## config.mk

```make
export PLATFORM = sky130hd
export DESIGN_NAME = rsnn_neuron_sequencer
export DESIGN_NICKNAME = d
export VERILOG_FILES = /design/src/rtl/rsnn_neuron_sequencer.sv
export SDC_FILE = /design/constraint.sdc
export NUM_CORES = 1
export LEC_CHECK = 0
export ABC_AREA = 1
export BUFFER_PORTS_ARGS = -buffer_cell sky130_fd_sc_hd__buf_4
export CAP_MARGIN = 20
export CORE_MARGIN = 10
export CORE_UTILIZATION = 35
export CTS_BUF_LIST = sky130_fd_sc_hd__clkbuf_8 sky130_fd_sc_hd__clkbuf_16
export CTS_CLUSTER_DIAMETER = 60
export DETAILED_ROUTE_END_ITERATION = 7
export GPL_TIMING_DRIVEN = 0
export PLACE_DENSITY = 0.54
export SYNTH_ARGS = -nofsm -noshare
export SYNTH_HDL_FRONTEND = slang
export SYNTH_SLANG_ARGS = --single-unit
```

## constraint.sdc

```tcl
create_clock -name clk -period 2.42 [get_ports clk]
set_input_delay 0.484 -clock clk [delete_from_list [all_inputs] [get_ports clk]]
set_output_delay 0.484 -clock clk [all_outputs]
set_load 0.01 [all_outputs]
```

## src/rtl/rsnn_neuron_sequencer.sv

```systemverilog
// Run-time controller for one recurrent spiking neuron: config registers, timestep prescaler, windowed spike counter.
// Optional RSNN_SEQ_ONESHOT_EN: stop after the first completed window and require a fresh rising edge on run.
module rsnn_neuron_sequencer #(
  parameter logic [7:0] DEF_THRESHOLD  = 8'd64,
  parameter logic [7:0] DEF_DECAY      = 8'd1,
  parameter logic [7:0] DEF_REFRACTORY = 8'd2,
  parameter logic [7:0] DEF_WINDOW     = 8'd16
) (
  input  logic       clk,
  input  logic       rst_n,
  input  logic       cfg_valid,
  output logic       cfg_ready,
  input  logic [2:0] cfg_addr,
  input  logic [7:0] cfg_data,
  input  logic       run,
  input  logic       spike_in,
  output logic       neuron_enable,
  output logic       neuron_clear,
  output logic [7:0] threshold,
  output logic [7:0] decay,
  output logic [7:0] refractory_period,
  output logic [7:0] feedback_scale,
  output logic [7:0] spike_count,
  output logic       count_valid,
  output logic       busy
);

  localparam logic [0:0] IDLE = 1'b0;
  localparam logic [0:0] RUN  = 1'b1;

  logic [0:0] state, state_next;
  logic [7:0] tick_div, window_len;
  logic [7:0] pre, pre_n;
  logic [7:0] acc, acc_inc;
  logic [7:0] win_cnt;
  logic       en_d;
  logic       start, sample, win_done;
`ifdef RSNN_SEQ_ONESHOT_EN
  logic       run_d;
`endif

  assign cfg_ready = (state == IDLE);
  assign busy      = (state != IDLE);

  // State register
  always_ff @(posedge clk or negedge rst_n) begin
    if (!rst_n) state <= IDLE;
    else        state <= state_next;
  end

  // Next state and datapath decode
  always_comb begin
    state_next = state;
`ifdef RSNN_SEQ_ONESHOT_EN
    start      = run && !run_d;
`else
    start      = run;
`endif
    sample     = (state == RUN) && en_d;
    acc_inc    = (spike_in && (acc != 8'hFF)) ? acc + 8'd1 : acc;
    // window_len of 0 wraps to 255 here, giving a 256-enable window
    win_done   = sample && (win_cnt == 8'(window_len - 8'd1));
    pre_n      = neuron_enable ? 8'd0 : pre + 8'd1;
    case (state)
      IDLE: if (start) state_next = RUN;
      RUN: begin
        if (!run) state_next = IDLE;
`ifdef RSNN_SEQ_ONESHOT_EN
        else if (win_done) state_next = IDLE;
`endif
      end
      default: state_next = IDLE;
    endcase
  end

  // Configuration registers; writes are only accepted while idle
  always_ff @(posedge clk or negedge rst_n) begin
    if (!rst_n) begin
      threshold         <= DEF_THRESHOLD;
      decay             <= DEF_DECAY;
      refractory_period <= DEF_REFRACTORY;
      feedback_scale    <= 8'd0;
      tick_div          <= 8'd0;
      window_len        <= DEF_WINDOW;
    end else if (cfg_valid && cfg_ready) begin
      case (cfg_addr)
        3'd0:    threshold         <= cfg_data;
        3'd1:    decay             <= cfg_data;
        3'd2:    refractory_period <= cfg_data;
        3'd3:    feedback_scale    <= cfg_data;
        3'd4:    tick_div          <= cfg_data;
        3'd5:    window_len        <= cfg_data;
        default: ;
      endcase
    end
  end

  // Prescaler, tick generation and window accumulation
  always_ff @(posedge clk or negedge rst_n) begin
    if (!rst_n) begin
      pre           <= 8'd0;
      acc           <= 8'd0;
      win_cnt       <= 8'd0;
      en_d          <= 1'b0;
      neuron_enable <= 1'b0;
      neuron_clear  <= 1'b0;
      spike_count   <= 8'd0;
      count_valid   <= 1'b0;
    end else begin
      en_d         <= neuron_enable;
      count_valid  <= 1'b0;
      neuron_clear <= 1'b0;
      if (state == IDLE) begin
        pre           <= 8'd0;
        acc           <= 8'd0;
        win_cnt       <= 8'd0;
        neuron_enable <= 1'b0;
        if (start) neuron_clear <= 1'b1;
      end else begin
        if (win_done) begin
          spike_count <= acc_inc;
          count_valid <= 1'b1;
          acc         <= 8'd0;
          win_cnt     <= 8'd0;
        end else if (sample) begin
          acc     <= acc_inc;
          win_cnt <= win_cnt + 8'd1;
        end
        // neuron_clear marks the first RUN cycle, where the prescaler holds
        if (state_next != RUN) begin
          neuron_enable <= 1'b0;
        end else if (neuron_clear) begin
          neuron_enable <= (pre == tick_div);
        end else begin
          pre           <= pre_n;
          neuron_enable <= (pre_n == tick_div);
        end
      end
    end
  end

`ifdef RSNN_SEQ_ONESHOT_EN
  always_ff @(posedge clk or negedge rst_n) begin
    if (!rst_n) run_d <= 1'b0;
    else        run_d <= run;
  end
`endif

endmodule

```

==> run metrics <==
status=finished clean; Root Buffer=clkbuf_16; Distinct cells, synth=26; Die Span Y=130 um; clock skew=12.8 ps; Die X-Extent=130 um; Levels on crit path=10; clk buf depth=2; post-synthesis sequential area ratio=0.504; max_cap viols=0; power share of the sequential group=0.455; Avg Inst Size Synth=7.80 sq um; Synth Net Count=562; f_max=0.509 GHz; XOR/XNOR Fraction of Synth Area=0.0331; clock share of power=0.336; Crit Path Category=reg2reg; WP data required=2630 ps; Starting Density=0.355; wire per inst=14.0 um; initial drt markers=236; worst path cell trace=inv_1, ha_1, xor2_1, nand3_1, nor2_1, nand2_1, nor2_1, nand2_2, nand2_2, o21ai_0; Worst Hold Class=in2reg; endpoints failing setup=0; Syn Std Cell Area=4230 sq um; most common cell in the netlist=nand2_1; Placer Congestion=0.882; top cells by area, synth=dfrtp_1 48%, nand2_1 16%, o21ai_0 7.5%; Final Hold Viols=0; vias in the first global route=3569; fin crit share=0.812; FF+latch count, synth=85; Syn-to-layout area delta=22.4%; setup bufs post-CTS=0; CP max-delay cell=dfrtp_1; top cell type's share of synthesized area=0.479; switching power=1.17 mW; internal power=2.68 mW; CP peak stage delay=370 ps; PwrDens=743 nW/um^2; die area=16900 sq um; GRT overflow=0; metal2 WL=4530 um; Core ar.=11900 sq um; FP Rows=40; detailed-route via count=3663; Adder-Cell Fraction of Synth Area=0.0118; ant diodes=0; worst vdd ir=0.577 mV; Synth Flop Type=dfrtp_1; router iterations before antenna repair=4; RSZ-0062 raised after global routing=no; Post-synth EDFFs=0; reg2reg path depth=10; fill cell count=1224; drt total wl=10700 um; DR vias/cell=4.78; Compound-Gate Fraction of Synth Area=0.0949; CP top delay family=simple AND/OR/NAND/NOR gates; CTS tree=done; post-route ant nets=0; Startpoint Class=register; top sig layer=met4; largest net degree at the start of global routing=86; CP max FO=10; top cells by count, synth=176 x nand2_1, 81 x dfrtp_1, 63 x o21ai_0; leakage power=2.53 nW; Skew-Pair Late Insertion Delay=340 ps; H-tree depth=3; logic gate share of total power=0.210; CTS Buf Count=9; dpl hpwl=7890 um; storage element area=2130 sq um; port bufs=60; Worst Max-Slew Pin Slew=644 ps; share of layout cells above drive strength 1=0.156; FFs w/ async S/R, synth=1.00; fin nets=635; io pins=61; sw frac=0.304; Worst Path Buf+Inv=1; setup_tns=0 ps; synthesized netlist cell count=542; clk sinks=85; post-synthesis simple-gate area fraction=0.291; first-pass GRT wire length=18100 um; largest family of logic cells by synthesized area=simple AND/OR/NAND/NOR gates; wire length on met1=5310 um; CTS clk-pin slew, worst paths=70 ps; GRT Resource Usage Total=0.135; Worst slew margin=0.568; initial antenna violation count=0; met3 wire length=783 um; Final min period=1970 ps; Ys Warns=0; mux cell area share after synthesis=0; type of element capturing the critical path=register; drt drc=0; area occupied by multi-input gates=1820 sq um; R2R setup slack=450 ps; cell taking the most area after synthesis=dfrtp_1; crit path DAT=2180 ps; max-slew violation total from the final report=0; Total Power=3.85 mW; Worst Hold Path Cells=1
[path summary, 6_finish.rpt]
| kind | start | end |
|---|---|---|
| worst min register to register | spike_count[3]$_DFFE_PN0P_ | spike_count[3]$_DFFE_PN0P_ |
| max in group asynchronous | rst_n | threshold[6]$_DFFE_PN1P_ |
| worst max-delay path | window_len[0]$_DFFE_PN0P_ | acc[0]$_DFFE_PN0P_ |
| worst min-delay path | run | busy$_DFF_PN0_ |
| min in group asynchronous | rst_n | neuron_enable$_DFF_PN0_ |
| worst max register to register | window_len[0]$_DFFE_PN0P_ | acc[0]$_DFFE_PN0P_ |
[routing by layer]
| metal | global-route usage | up-vias |
|---|---|---|
| li1 | - | 1888 |
| met1 | 0.173 | 1679 |
| met2 | 0.199 | 86 |
| met3 | 0.0604 | 10 |
| met4 | 0.0384 | 0 |
| met5 | 0 | - |
[cell families after synthesis]
kind of cell | after synthesis
AND/OR/NAND/NOR | 287
AO/OA/AOI/OAI | 78
flip-flops | 85
buffers and inverters | 72
adder cells (fa/ha/maj) | 4
XOR/XNOR | 16
[cells in the final DEF (no fill, tap or decap), types with 7 or more instances in the layout]
cell | netlist | routed
nand4_1 | 13 | 13
buf_4 | 0 | 60
nand3_1 | 42 | 42
clkbuf_16 | 0 | 9
nor2_1 | 39 | 39
inv_1 | 56 | 57
xor2_1 | 11 | 11
o21ai_0 | 63 | 63
clkbuf_1 | 9 | 9
dfrtp_1 | 81 | 81
o22ai_1 | 7 | 7
nand2_1 | 176 | 176
[area by class of cell]
type,instances,area share
repair buffers,62,0.0942
clock inverters,6,0.00725
well taps,147,0.0355
multi-input cells,385,0.352
plain buffers,12,0.00942
flip-flops and latches,85,0.412
clock buffers,10,0.0461
inverters,60,0.0435
[metrics by stage]
step / area, sq um / hold WS [ps] / instances / utilization / setup WS, ps
finish: 5180 / 299 / 767 / 0.435 / 454
global route: 5180 / 275 / 767 / 0.435 / 253
CTS: 5140 / 274 / 765 / 0.432 / 413
detailed placement: 4860 / 464 / 749 / 0.408 / 432
global placement: 4860 / 461 / 749 / 0.408 / 445
floorplan: 4230 / 188 / 542 / - / 733
[flip-flops by register name, summed over array words and instances, names as in the netlist]
register	cells
acc	8
decay	8
feedback_scale	8
pre	8
refractory_period	8
spike_count	8
threshold	8
tick_div	8
win_cnt	8
window_len	8
busy	1
count_valid	1
en_d	1
neuron_clear	1
neuron_enable	1
[power by group through the flow]
stage / Clock (mW) / Sequential [mW] / Combinational, mW
3_5_place_dp: 0 / 1.77 / 0.819
5_1_grt: 1.39 / 1.77 / 0.926
6_report: 1.29 / 1.75 / 0.806
2_1_floorplan: 0 / 1.80 / 0.420
3_3_place_gp: 0 / 1.77 / 0.802
4_1_cts: 1.34 / 1.75 / 0.818
[timing repair]
item                                   CTS  global route
hold buffers                             0             1
gates resized for setup                  0             0
endpoints found under the hold margin    0            12
Power figures use the tool's default switching activity.
